File: src/rtl/uart_pkg.sv
// Shared UART types and helpers: receiver state encoding and baud divisor calculation.
package uart_pkg;

    typedef enum logic [2:0] {
        IDLE,
        START,
        DATA,
        PARITY,
        STOP,
        BREAK
    } uart_rx_state_t;

    // Clocks per oversample tick, truncated toward zero.
    function automatic int unsigned baud_div(input int unsigned clk_freq,
                                             input int unsigned baud,
                                             input int unsigned os);
        return clk_freq / (baud * os);
    endfunction

endpackage

File: src/rtl/baud_tick_gen.sv
// Free-running modulo-DIV counter producing a registered one-clk tick every DIV clocks.
module baud_tick_gen #(
    parameter int unsigned DIV = 54
) (
    input  logic clk,
    input  logic reset,
    output logic tick
);

    localparam int unsigned CW   = (DIV > 1) ? $clog2(DIV) : 1;
    localparam logic [CW-1:0] LAST = CW'(DIV - 1);

    logic [CW-1:0] cnt_q, cnt_d;
    logic          tick_q, tick_d;

    // Wrap the counter at DIV-1 and flag the wrap as a tick.
    always_comb begin
        tick_d = (cnt_q == LAST);
        cnt_d  = tick_d ? '0 : cnt_q + CW'(1);
    end

    // Counter and tick registers.
    always_ff @(posedge clk or posedge reset) begin
        if (reset) begin
            cnt_q  <= '0;
            tick_q <= 1'b0;
        end else begin
            cnt_q  <= cnt_d;
            tick_q <= tick_d;
        end
    end

    assign tick = tick_q;

endmodule

File: src/rtl/uart_rx.sv
// UART receiver, 8N1 LSB first with OVERSAMPLE-times oversampling.
// Define UART_RX_PARITY_EN for 8E1 framing with an extra parity_err strobe.
// rx_data holds the last good byte between rx_ready strobes.
module uart_rx
    import uart_pkg::*;
#(
    parameter int unsigned CLK_FREQ   = 100_000_000,
    parameter int unsigned BAUD       = 115200,
    parameter int unsigned OVERSAMPLE = 16
) (
    input  logic       clk,
    input  logic       reset,
    input  logic       rx,
    output logic [7:0] rx_data,
    output logic       rx_ready,
    output logic       frame_err
`ifdef UART_RX_PARITY_EN
    ,
    output logic       parity_err
`endif
);

    localparam int unsigned DIV = baud_div(CLK_FREQ, BAUD, OVERSAMPLE);
    localparam int unsigned SW  = $clog2(OVERSAMPLE);
    localparam logic [SW-1:0] S_MID = SW'(OVERSAMPLE / 2 - 1);
    localparam logic [SW-1:0] S_END = SW'(OVERSAMPLE - 1);

    logic           sync1_q, sync2_q;
    logic           rxs;
    logic           tick;

    uart_rx_state_t state_q, state_d;
    logic [SW-1:0]  scnt_q, scnt_d;
    logic [2:0]     bcnt_q, bcnt_d;
    logic [7:0]     shift_q, shift_d;
    logic [7:0]     rx_data_q, rx_data_d;
    logic           rx_ready_q, rx_ready_d;
    logic           frame_err_q, frame_err_d;
`ifdef UART_RX_PARITY_EN
    logic           par_q, par_d;
    logic           parity_err_q, parity_err_d;
`endif

    // Two-flop synchronizer for the asynchronous line; resets to idle-high.
    always_ff @(posedge clk or posedge reset) begin
        if (reset) begin
            sync1_q <= 1'b1;
            sync2_q <= 1'b1;
        end else begin
            sync1_q <= rx;
            sync2_q <= sync1_q;
        end
    end

    assign rxs = sync2_q;

    baud_tick_gen #(
        .DIV(DIV)
    ) u_tick (
        .clk  (clk),
        .reset(reset),
        .tick (tick)
    );

    // Next-state logic: frame sequencing, bit sampling and strobe generation.
    always_comb begin
        state_d     = state_q;
        scnt_d      = scnt_q;
        bcnt_d      = bcnt_q;
        shift_d     = shift_q;
        rx_data_d   = rx_data_q;
        rx_ready_d  = 1'b0;
        frame_err_d = 1'b0;
`ifdef UART_RX_PARITY_EN
        par_d        = par_q;
        parity_err_d = 1'b0;
`endif
        unique case (state_q)
            IDLE: begin
                if (!rxs) begin
                    scnt_d  = '0;
                    state_d = START;
                end
            end
            START: begin
                if (tick) begin
                    if (scnt_q == S_MID) begin
                        if (!rxs) begin
                            scnt_d  = '0;
                            bcnt_d  = '0;
                            state_d = DATA;
                        end else begin
                            state_d = IDLE;
                        end
                    end else begin
                        scnt_d = scnt_q + SW'(1);
                    end
                end
            end
            DATA: begin
                if (tick) begin
                    if (scnt_q == S_END) begin
                        shift_d = {rxs, shift_q[7:1]};
                        scnt_d  = '0;
                        if (bcnt_q == 3'd7) begin
`ifdef UART_RX_PARITY_EN
                            state_d = PARITY;
`else
                            state_d = STOP;
`endif
                        end else begin
                            bcnt_d = bcnt_q + 3'd1;
                        end
                    end else begin
                        scnt_d = scnt_q + SW'(1);
                    end
                end
            end
`ifdef UART_RX_PARITY_EN
            PARITY: begin
                if (tick) begin
                    if (scnt_q == S_END) begin
                        par_d   = rxs;
                        scnt_d  = '0;
                        state_d = STOP;
                    end else begin
                        scnt_d = scnt_q + SW'(1);
                    end
                end
            end
`endif
            STOP: begin
                if (tick) begin
                    if (scnt_q == S_END) begin
                        if (rxs) begin
`ifdef UART_RX_PARITY_EN
                            if (^{shift_q, par_q}) begin
                                parity_err_d = 1'b1;
                            end else begin
                                rx_data_d  = shift_q;
                                rx_ready_d = 1'b1;
                            end
`else
                            rx_data_d  = shift_q;
                            rx_ready_d = 1'b1;
`endif
                            state_d = IDLE;
                        end else begin
                            frame_err_d = 1'b1;
                            state_d     = BREAK;
                        end
                    end else begin
                        scnt_d = scnt_q + SW'(1);
                    end
                end
            end
            BREAK: begin
                // A held-low line stays here so it reports only one frame error.
                if (rxs) begin
                    state_d = IDLE;
                end
            end
            default: begin
                state_d = IDLE;
            end
        endcase
    end

    // FSM, datapath and output registers.
    always_ff @(posedge clk or posedge reset) begin
        if (reset) begin
            state_q     <= IDLE;
            scnt_q      <= '0;
            bcnt_q      <= '0;
            shift_q     <= '0;
            rx_data_q   <= 8'h00;
            rx_ready_q  <= 1'b0;
            frame_err_q <= 1'b0;
`ifdef UART_RX_PARITY_EN
            par_q        <= 1'b0;
            parity_err_q <= 1'b0;
`endif
        end else begin
            state_q     <= state_d;
            scnt_q      <= scnt_d;
            bcnt_q      <= bcnt_d;
            shift_q     <= shift_d;
            rx_data_q   <= rx_data_d;
            rx_ready_q  <= rx_ready_d;
            frame_err_q <= frame_err_d;
`ifdef UART_RX_PARITY_EN
            par_q        <= par_d;
            parity_err_q <= parity_err_d;
`endif
        end
    end

    assign rx_data   = rx_data_q;
    assign rx_ready  = rx_ready_q;
    assign frame_err = frame_err_q;
`ifdef UART_RX_PARITY_EN
    assign parity_err = parity_err_q;
`endif

endmodule

File: config.mk
export PLATFORM = sky130hd
export DESIGN_NAME = uart_rx
export DESIGN_NICKNAME = d
export VERILOG_FILES = /design/src/rtl/uart_pkg.sv /design/src/rtl/baud_tick_gen.sv /design/src/rtl/uart_rx.sv
export SDC_FILE = /design/constraint.sdc
export NUM_CORES = 1
export LEC_CHECK = 0
export CAP_MARGIN = 0
export CORE_UTILIZATION = 40
export DETAILED_ROUTE_END_ITERATION = 12
export GPL_ROUTABILITY_DRIVEN = 0
export SLEW_MARGIN = 20
export SYNTH_ARGS = -nofsm -noshare
export SYNTH_HDL_FRONTEND = slang
export SYNTH_SLANG_ARGS = --single-unit
File: constraint.sdc
create_clock -name clk -period 5.5 [get_ports clk]
set_clock_uncertainty 0.1 [all_clocks]
set_input_delay 1.65 -clock clk [delete_from_list [all_inputs] [get_ports clk]]
set_output_delay 1.65 -clock clk [all_outputs]
set_load 0.01 [all_outputs]
==> flow_summary.json, run 1 <==
{
  "worst_setup_path_start_kind": "flop",
  "detailedRoute.firstPassIterationCount": 3,
  "data_required_time_at_the_worst_endpoint_ns": 3.75,
  "power_density_nw_per_um2": 258,
  "post_synthesis_cell_area_sq_um": 1730,
  "placed_area_sq_um": 1880,
  "core_occupancy_in_the_finished_layout_pct": 48.8,
  "dr.first_iter.drc_count": 52,
  "timing_worst_setup_path_type": "flop to output pin",
  "holdPathStages": 0,
  "drt-wirelength-per-cell_um": 14.2,
  "final_hold_slack_ns": 0.261,
  "crit_path_max_fanout": 2,
  "critPathArrivalTime_ns": 1.19,
  "critPathBufInv": 1,
  "r2r_cells": 3,
  "chipHeight_um": 67.8,
  "status": "completed",
  "clock_root_buffer_master": "clkbuf_8",
  "max_freq_mhz": 340,
  "multi_input_area_sq_um": 741,
  "n_antenna_cell": 0,
  "setup_viol_count_final": 0,
  "cts_htree_levels": 2,
  "ios": 13,
  "worst_path_setup_slack_after_routing_ns": 2.56,
  "placementRows": 23,
  "hp-class": "flop to flop",
  "slew-limit-headroom_pct": 69.8,
  "cts_setup_buffers": 0,
  "cts_hold_buf": 0,
  "crit_path_top_delay_cell": "clkdlybuf4s50_1",
  "tritoncts": "yes",
  "number_of_antenna_violations_at_the_first_check_in_global_routing": 0,
  "io_buf_count": 12,
  "fillerInstances": 384,
  "power.static_leakage_nw": 0.927,
  "grt_usage_pct": 16.0,
  "yosys.cell_types.count": 39,
  "fin_area_sq_um": 1990,
  "fp.coreArea_sq_um": 4090,
  "layout_min_cycle_time_ns": 2.94,
  "synthToLayoutAreaGrowth_pct": 15.3,
  "routed_via_density": 5.34,
  "final-max-slew-violation-count": 0,
  "path_delay_family": "buffers and inverters",
  "totalNegativeSetupSlack_ns": 0,
  "grt_pass1_wl_mm": 5.31,
  "total_power_mw": 0.514,
  "synthesis_stage_register_bit_count": 37,
  "wirelength_mm": 3.05,
  "synth.net_count": 159,
  "synth_area_per_cell_sq_um": 11.5,
  "crit_path_end_kind": "output pin",
  "part_of_the_cycle_the_worst_path_needs_pct": 53.5,
  "grt-ovfl-total": 0,
  "postSynthCellCount": 151,
  "max_stage_delay_ns": 0.55,
  "peak_ir_drop_on_the_vdd_network_mv": 0.129,
  "async_flop_share_pct": 100,
  "crit_cells": 1,
  "ys_dominant_reg_cell": "dfrtp_1",
  "max_slew.worst_pin.slew_ns": 0.453,
  "dp.final_hpwl_mm": 2.05,
  "post_layout_nonfiller_instances": 215,
  "hold_viol": 0,
  "unrepaired_setup_endpoints_after_global_routing": "no",
  "chipWidth_um": 67.8,
  "synth-edff-count": 0,
  "max_cap_viols": 0,
  "postCtsResizedCells": 0,
  "drt_drc_violations_left": 0,
  "dr_total_vias": 1149,
  "insertion_delay_ns": 0.29,
  "effective_utilization_at_floorplan_pct": 42.3,
  "design.die.area_sq_um": 4590,
  "critical_path.cell_chain": "clkdlybuf4s50_1",
  "clock_tree.buffer_depth": 2,
  "worst_path_clk_slew_ns": 0.07,
  "drt.antenna.violating_nets": 0,
  "area.sequential_sq_um": 928,
  "detailedPlace.worstSlack_ns": 2.88,
  "first_global_vias": 1165,
  "dp_cells": 207,
  "clock-sinks": 37,
  "cts_inserted_buffers": 5,
  "synth_sequential_area_ratio_pct": 53.7,
  "pin_count_of_the_biggest_net_entering_global_routing": 38,
  "nets": 172,
  "ys_warn_count": 0,
  "drive_gt1_share_pct": 17.6
}
## cell usage after synthesis, drive strengths merged, types with 4 or more instances
cell type / number / area share, %
mux2: 17 / 11
nand2: 10 / 2.2
buf: 4 / 1.5
a21oi: 5 / 1.4
nor2: 12 / 2.7
nor3: 6 / 1.7
ha: 5 / 3.6
nand3: 5 / 1.4
inv: 6 / 1.3
dfrtp: 35 / 51
o21ai: 7 / 2.0
## flip-flops by register name (all words and copies together) (netlist names), 3 cells and up
name,count
rx_data,8
shift_q,8
u_tick.cnt_q,6
scnt_q,4
bcnt_q,3
state_q,3
## logic make-up after synthesis
family | after synthesis | synth area share (%)
multiplexers | 18 | 11.9
flip-flops | 37 | 53.7
AND/OR/NAND/NOR | 44 | 13.0
adder cells (fa/ha/maj) | 5 | 3.62
XOR/XNOR | 4 | 2.03
AO/OA/AOI/OAI | 30 | 12.4
buffers and inverters | 13 | 3.47
## cell usage in the layout, fill, tap and decap left out, drive strengths merged, types with 2 or more instances in the layout
| cell type | count |
|---|---|
| ha | 5 |
| a21oi | 5 |
| or3b | 2 |
| xor2 | 3 |
| clkdlybuf4s50 | 12 |
| dfrtp | 35 |
| nand2 | 10 |
| nor3 | 6 |
| a22o | 3 |
| o211ai | 3 |
| a211o | 2 |
| nand3 | 5 |
| nor2 | 12 |
| a21o | 3 |
| nand4 | 2 |
| mux2 | 17 |
| inv | 6 |
| dfstp | 2 |
| o21ai | 7 |
| clkbuf | 6 |
| o32a | 2 |
## final cells by class
| type | instances | share of cell area [%] |
|---|---|---|
| Tap cell | 50 | 3.14 |
| Multi-Input combinational cell | 101 | 37.2 |
| Timing Repair Buffer | 13 | 6.40 |
| Clock inverter | 2 | 1.95 |
| Inverter | 6 | 1.13 |
| Clock buffer | 6 | 3.64 |
| Sequential cell | 37 | 46.6 |
## path summary, 6_finish.rpt
kind | startpoint | end | slack [ns]
setup reg to reg | state_q[1] | shift_q[7] | 3.37
hold / removal | sync1_q | rxs | 0.26
min in group asynchronous | reset | u_tick.cnt_q[5] | 1.66
setup / recovery | rx_data[6] | rx_data[6] | 2.56
hold reg to reg | sync1_q | rxs | 0.26
max in group asynchronous | reset | sync1_q | 3.29
## layer usage
metal  vias up  global-route usage, %  routed length (um)
li1        564                      -                   -
met5         -                      0                   0
met3         8                   4.05                  70
met4         0                   8.78                  59
met1       566                   18.8                1390
met2        11                   26.4                1540
## where the power goes
part           switching (mW)  internal, mW  leakage (nW)
combinational         0.00545       0.00228         0.381
clock                  0.0952         0.136        0.0554
sequential            0.00123         0.273         0.491
(Power assumes the default switching activity.)
==> inputs of run 2 (changes only) <==
Clock period 5.5 ns to 2.52 ns, I/O delays scaled along.
==> run 2 against run 1 <==
Net effect:
- power is 98% higher
- routed wire length is 4.0% lower
- clock power is 74% higher
- first-iteration DRC count is 81% higher
- sequential power is 120% higher
- worst setup slack worse by 2.2 ns
- count of clock-buffer cells in the layout stayed put
- register-to-register slack worse by 3.0 ns
- worst hold slack hardly changed
==> flow_summary.json, run 2 (same netlist as run 1, synthesis figures left out) <==
{
  "status": "completed",
  "clock_tree.buffer_depth": 2,
  "grt_usage_pct": 14.7,
  "wl_met1_mm": 1.44,
  "worst_path_clk_slew_ns": 0.08,
  "final_hold_slack_ns": 0.260,
  "tritoncts": "yes",
  "area.sequential_sq_um": 928,
  "critPathArrivalTime_ns": 2.20,
  "route.top_layer_used": "met4",
  "max_slew.worst_pin.slew_ns": 0.459,
  "layout_min_cycle_time_ns": 2.13,
  "hp-class": "flop to flop",
  "first_global_vias": 1122,
  "part_of_the_cycle_the_worst_path_needs_pct": 84.7,
  "grt-ovfl-total": 0,
  "clock-sinks": 37,
  "io_buf_count": 12,
  "timing_worst_setup_path_type": "flop to flop",
  "layout.cells.most_common": "dfrtp_1",
  "placementRows": 23,
  "crit_path_max_fanout": 15,
  "clock_root_buffer_master": "clkbuf_8",
  "number_of_antenna_violations_at_the_first_check_in_global_routing": 0,
  "fp.coreArea_sq_um": 4090,
  "multi_input_area_sq_um": 741,
  "drt.antenna.violating_nets": 0,
  "hold_viol": 0,
  "detailroute.wirelength.met2_mm": 1.34,
  "cts_htree_levels": 2,
  "drive_gt1_share_pct": 17.6,
  "max_stage_delay_ns": 0.62,
  "n_antenna_cell": 0,
  "postCtsResizedCells": 0,
  "ios": 13,
  "power.static_leakage_nw": 0.909,
  "max_freq_mhz": 469,
  "layout_common_cells": "dfrtp_1, mux2_2, clkdlybuf4s50_1",
  "dr_total_vias": 1155,
  "worst_setup_path_start_kind": "flop",
  "chipWidth_um": 67.8,
  "fillerInstances": 379,
  "peak_ir_drop_on_the_vdd_network_mv": 0.364,
  "pin_count_of_the_biggest_net_entering_global_routing": 38,
  "grt_pass1_wl_mm": 4.91,
  "design.die.area_sq_um": 4590,
  "max_cap_viols": 0,
  "insertion_delay_ns": 0.29,
  "placed_area_sq_um": 1880,
  "met3_wirelength_um": 114,
  "chipHeight_um": 67.8,
  "nets": 172,
  "slew-limit-headroom_pct": 69.4,
  "dp.final_hpwl_mm": 2.03,
  "fin_area_sq_um": 1970,
  "final-max-slew-violation-count": 0,
  "cts_setup_buffers": 0,
  "crit_path_top_delay_cell": "dfrtp_1",
  "drt-wirelength-per-cell_um": 13.6,
  "setup_viol_count_final": 0,
  "crit_path_end_kind": "flop",
  "core_occupancy_in_the_finished_layout_pct": 48.2,
  "dr.first_iter.drc_count": 94,
  "wirelength_mm": 2.93,
  "power_density_nw_per_um2": 517,
  "effective_utilization_at_floorplan_pct": 42.3,
  "synthToLayoutAreaGrowth_pct": 13.9,
  "total_power_mw": 1.02,
  "drt_drc_violations_left": 0,
  "unrepaired_setup_endpoints_after_global_routing": "no",
  "totalNegativeSetupSlack_ns": 0,
  "cts_inserted_buffers": 5,
  "critical_path.cell_chain": "or3b_1 > nor2_2 > mux2_2",
  "detailedRoute.firstPassIterationCount": 4,
  "routed_via_density": 5.37,
  "cts_hold_buf": 0,
  "data_required_time_at_the_worst_endpoint_ns": 2.59
}
## run 2: final timing paths
check                           startpoint         end  slack, ns  cells past startpoint
worst min register to register     sync1_q         rxs       0.26                      0
min in group asynchronous            reset   scnt_q[0]       0.77                      3
worst min-delay path               sync1_q         rxs       0.26                      0
max in group asynchronous            reset     sync1_q       1.20                      3
worst max register to register  state_q[1]  shift_q[7]       0.39                      3
worst max-delay path            state_q[1]  shift_q[7]       0.39                      3
## run 2: area by class of cell
class                           instances  share of cell area, %
Clock buffer                            6                   3.68
Sequential cell                        37                   47.1
Clock inverter                          2                  0.762
Tap cell                               50                   3.18
Timing Repair Buffer                   13                   6.48
Multi-Input combinational cell        101                   37.6
Inverter                                6                   1.14
## run 2: report_power, final
part           leakage (nW)  switching, mW  internal (mW)  total (mW)
clock network        0.0374          0.207          0.195       0.401
registers             0.491        0.00261          0.597       0.599
logic                 0.381         0.0120        0.00499      0.0170
total                 0.909          0.221          0.796        1.02
## run 2: routing by layer
metal	GRT usage [%]	vias to the layer above
met4	6.38	0
met2	22.4	18
met5	0	-
li1	-	570
met1	19.2	562
met3	4.39	5
## run 2: through the flow
stage	setup WS [ns]	std cells
floorplan	0.677	151
global placement	0.441	207
detailed placement	0.394	207
CTS	0.377	215
global route	0.289	215
finish	0.386	215
## run 2: critical path: cells and delay by family (launching register included)
| kind | cells | cell delay (ns) |
|---|---|---|
| simple gates | 2 | 0.91 |
| flops | 1 | 0.62 |
| mux | 1 | 0.39 |
